==> src/rtl/score_tracker.sv <==
// Egg-catching game score tracker: IDLE/PLAY/OVER FSM, combo-weighted scoring, lives.
// Define SCORE_TRACKER_HIGH_SCORE_EN to build the best-completed-game register.
module score_tracker (
  input  logic        clk,
  input  logic        reset,
  input  logic        start_game,
  input  logic        egg_caught,
  input  logic        egg_missed,
  output logic [13:0] score,
  output logic        new_score,
  output logic [1:0]  lives,
  output logic        playing,
  output logic        game_over,
  output logic [13:0] high_score
);

  typedef enum logic [1:0] {IDLE, PLAY, OVER} state_t;

  localparam logic [14:0] SCORE_MAX = 15'd9999;

  state_t      state, state_nxt;
  logic [3:0]  combo, combo_nxt;
  logic [13:0] score_nxt;
  logic [1:0]  lives_nxt;
  logic        new_score_nxt;
  logic [2:0]  points;
  logic [14:0] sum;

  always_ff @(posedge clk or posedge reset) begin
    if (reset) begin
      state     <= IDLE;
      score     <= '0;
      lives     <= '0;
      combo     <= '0;
      new_score <= 1'b0;
      playing   <= 1'b0;
      game_over <= 1'b0;
    end else begin
      state     <= state_nxt;
      score     <= score_nxt;
      lives     <= lives_nxt;
      combo     <= combo_nxt;
      new_score <= new_score_nxt;
      playing   <= (state_nxt == PLAY);
      game_over <= (state_nxt == OVER);
    end
  end

  // A catch on the same edge as a miss is scored with the pre-clear combo.
  always_comb begin
    points        = 3'd1 + {1'b0, combo[3:2]};
    sum           = {1'b0, score} + {12'd0, points};
    state_nxt     = state;
    score_nxt     = score;
    lives_nxt     = lives;
    combo_nxt     = combo;
    new_score_nxt = 1'b0;
    case (state)
      IDLE, OVER: begin
        if (start_game) begin
          state_nxt     = PLAY;
          score_nxt     = '0;
          lives_nxt     = 2'd3;
          combo_nxt     = '0;
          new_score_nxt = 1'b1;
        end
      end
      PLAY: begin
        if (egg_caught) begin
          score_nxt     = (sum > SCORE_MAX) ? SCORE_MAX[13:0] : sum[13:0];
          new_score_nxt = (score_nxt != score);
          combo_nxt     = (combo == 4'd15) ? combo : combo + 4'd1;
        end
        if (egg_missed) begin
          combo_nxt = '0;
          lives_nxt = lives - 2'd1;
          if (lives == 2'd1) state_nxt = OVER;
        end
      end
      default: state_nxt = IDLE;
    endcase
  end

`ifdef SCORE_TRACKER_HIGH_SCORE_EN
  logic [13:0] best;

  // Captures the final score of the game on the edge that ends it.
  always_ff @(posedge clk or posedge reset) begin
    if (reset)
      best <= '0;
    else if (state == PLAY && state_nxt == OVER && score_nxt > best)
      best <= score_nxt;
  end

  assign high_score = best;
`else
  assign high_score = '0;
`endif

endmodule
==> config.mk <==
export PLATFORM = sky130hd
export DESIGN_NAME = score_tracker
export DESIGN_NICKNAME = d
export VERILOG_FILES = /design/src/rtl/score_tracker.sv
export SDC_FILE = /design/constraint.sdc
export NUM_CORES = 1
export LEC_CHECK = 0
export CORE_ASPECT_RATIO = 1.2
export CORE_MARGIN = 10
export CORE_UTILIZATION = 40
export DETAILED_ROUTE_END_ITERATION = 12
export PLACE_DENSITY = 0.75
export SKIP_CTS_REPAIR_TIMING = 1
export SYNTH_ARGS = -nofsm -noshare
export SYNTH_HDL_FRONTEND = slang
export SYNTH_SLANG_ARGS = --single-unit
==> constraint.sdc <==
create_clock -name clk -period 2.5 [get_ports clk]
set_input_delay 0.375 -clock clk [delete_from_list [all_inputs] [get_ports clk]]
set_output_delay 0.375 -clock clk [all_outputs]
set_load 0.02 [all_outputs]
==> run metrics <==
outcome=finished, violations left; violated checks=setup timing; WS Path Type=reg -> reg; Crit path largest cell delay=around 370 ps; EDFF count, synth=0; Comb pwr share=52.4%; clock latency on the worst-skew pair=about 270 ps; Cell Pwr Density=around 750 nW/um^2; GPL Wtd Cong=0.942; die height=93.2 microns; share of power burned in registers=about a third; worst vdd ir=0.454 mV; placed instance area=2190 sq um; # setup viols final=14; Worst Tran Pin Value=517 ps; Vias/cell=roughly 5.6; Clk pin slew, worst setup/hold paths=90 ps; switching power=approximately 0.68 mW; final hold vios=0; fraction of registers with async set/reset=100%; DP HPWL=3.45 mm; Max Slew Vio Count=0; Arr. time, crit path=2860 ps; Mean Syn Cell Area=8.75 sq um; Die Width=81.0 microns; P&R area growth vs syn=28.7%; antenna violations before repair=0; Cell Rows=26; H-tree depth=1; WL/cell=15.3 microns; clk_skew=3.59 ps; Antenna Cells=0; I/O pin count=38; Global Route met1 Usage=13.1%; final std cells w/o fill=303; Port Buffer Count=23; length in cells of the worst reg-to-reg path=11; setup TNS=-1620 ps; cell count after synthesis=between 200 and 250; Clock power frac=14.4%; core area=4290 sq um; 1st-iter DRT viols=~130; Final Cycle Share=108%; hold_ws=456 ps; Seq/Total Area, Yosys=a little over a third; Synth cell types=48; initial cell density of the core=41.6%; CTS tree=yes; Synth Cell Area=1780 sq um; Seq cells post-synth=25; Antenna Violating Nets Remaining=0; max_slew headroom=roughly 65%; cell area after layout=2300 sq um; fin nets=258; Longest Clk Path Bufs=2; RSZ-0062 raised after global routing=true; GRT met2 Usage=a little over a fifth; Worst Hold Class=in -> async; crit start category=flop; GRT Util Overall=between 10 and 15%; Inst Count DP=between 200 and 300; clock root buffer=clkbuf_8; Net Sw Frac=39.8%; largest net degree at the start of global routing=26; vias in the first global route=1730; Die ar.=7540 sq um; internal power=1.04 mW; Num CTS Buffers=3; minimum clock period=2710 ps; clock sink count=25; maximum fanout along the worst path=19; share of cells above drive strength 1=20.2%; Fmax achieved=about 0.37 GHz; CP Data Required Time=around 2700 ps; final worst setup slack=-211 ps; gr busiest metal=met2; DRC Markers=0; DR vias=1698; grt ovf=0; Most used DFF post-synth=dfrtp_1; Synth Warn #=0; worst-path cell chain=inv_2, ha_4, fa_2, nand4b_1, nor4b_4, o2111a_1, o32ai_2, a22oi_4, buf_12, mux2i_1, o21ai_1; TritonRoute pass-1 iters=4; Critical Path End Type=flop; CP max-delay cell=dfrtp_1; Post-Route WL=4.64 mm; Max-cap violations=0; LEAKAGE=1.07 nW; routing usage on met3=2.20%; first-pass GRT wire length=between 7 and 8 mm
[path summary, 6_finish.rpt]
check | endpoint | slack, ps | start
max | new_score$_DFF_PP0_ | -210 | combo[2]$_DFFE_PP0P_
min | score[11]$_DFFE_PP0P_ | 460 | reset
max reg2reg | new_score$_DFF_PP0_ | -210 | combo[2]$_DFFE_PP0P_
min reg2reg | lives[0]$_DFFE_PP0P_ | 520 | lives[0]$_DFFE_PP0P_
max in group asynchronous | score[1]$_DFFE_PP0P_ | 1780 | reset
min in group clk | lives[0]$_DFFE_PP0P_ | 520 | lives[0]$_DFFE_PP0P_
[critical path: cells and delay by family (launching register included)]
family                     cells  cell delay, ps
AOI/OAI and AO/OA              4             620
and+or+nand+nor                2             590
adders and majority gates      2             530
DFF                            1             370
buffers and inverters          2             250
muxes                          1             220
[kinds of logic after synthesis]
logic type / after synthesis / synth area share [%]
AO/OA/AOI/OAI: 57 / 23.0
XOR/XNOR: 5 / 2.45
adder cells (fa/ha/maj): 5 / 3.93
buffers and inverters: 37 / 12.4
flip-flops: 25 / 35.1
multiplexers: 3 / 1.96
other: 1 / 0.210
AND/OR/NAND/NOR: 71 / 21.0
[cell type report]
class | count | area (sq um)
fillers | 425 | 2000
multi-input cells | 155 | 1040
inverters | 10 | 37.5
flip-flops and latches | 25 | 628
well taps | 56 | 70.1
repair buffers | 53 | 472
clock buffers | 4 | 45.0
[through the flow]
step                worst slack (ps)  utilization [%]  total power [mW]
global route                    -285             53.5              1.84
global placement                -118             51.1              1.44
floorplan                       -118                -              1.09
finish                          -211             53.5              1.72
detailed placement              -168             51.1              1.45
CTS                             -197             52.1              1.71
[flip-flops by register name, summed over array words and instances, names as in the netlist]
name,count
score,14
combo,4
lives,2
state,2
game_over,1
new_score,1
playing,1
[Yosys cell counts (2+ instances only)]
| library cell | instances | share of area [%] |
|---|---|---|
| a21oi_1 | 12 | 3.4 |
| or4_1 | 3 | 1.3 |
| dfrtp_1 | 25 | 35 |
| xnor2_1 | 4 | 2.0 |
| nand2_1 | 15 | 3.2 |
| o21ai_0 | 8 | 2.2 |
| buf_2 | 6 | 1.7 |
| o211ai_1 | 2 | 0.84 |
| nand2b_1 | 3 | 1.1 |
| nand4_1 | 7 | 2.5 |
| nor3b_1 | 3 | 1.3 |
| nand3_1 | 8 | 2.2 |
| nor2b_1 | 2 | 0.70 |
| and2_1 | 2 | 0.70 |
| mux2i_1 | 2 | 1.1 |
| inv_1 | 10 | 2.1 |
| buf_6 | 3 | 1.9 |
| o2111a_1 | 2 | 1.3 |
| o211a_1 | 4 | 2.2 |
| nand4b_1 | 2 | 0.98 |
| ha_1 | 4 | 2.8 |
| buf_4 | 14 | 5.9 |
| o2111ai_1 | 2 | 0.98 |
| clkbuf_1 | 4 | 0.84 |
| a21o_1 | 3 | 1.3 |
| nor2_1 | 16 | 3.4 |
| a31oi_1 | 13 | 4.6 |
| and3_1 | 5 | 1.8 |
[cells in the final DEF, fill, tap and decap left out, drive strengths merged, types with 8 or more instances in the layout]
master / n
a21oi: 12
a31oi: 13
buf: 30
clkdlybuf4s50: 23
conb: 14
dfrtp: 25
inv: 10
nand2: 15
nand3: 8
nor2: 16
o21ai: 9
[power by group through the flow]
stage / clock network [mW] / logic (mW) / registers [mW]
after global routing: 0.264 / 0.991 / 0.584
after global placement: 0 / 0.863 / 0.574
after floorplan: 0 / 0.423 / 0.664
after CTS: 0.256 / 0.886 / 0.569
final: 0.248 / 0.902 / 0.570
after detailed placement: 0 / 0.877 / 0.575
[layer usage]
layer	wire length, microns	vias up
met2	2420	53
met5	0	-
met1	1870	830
li1	-	800
met4	130	0
met3	225	15
Note: power is estimated with default switching activity, not from simulation.
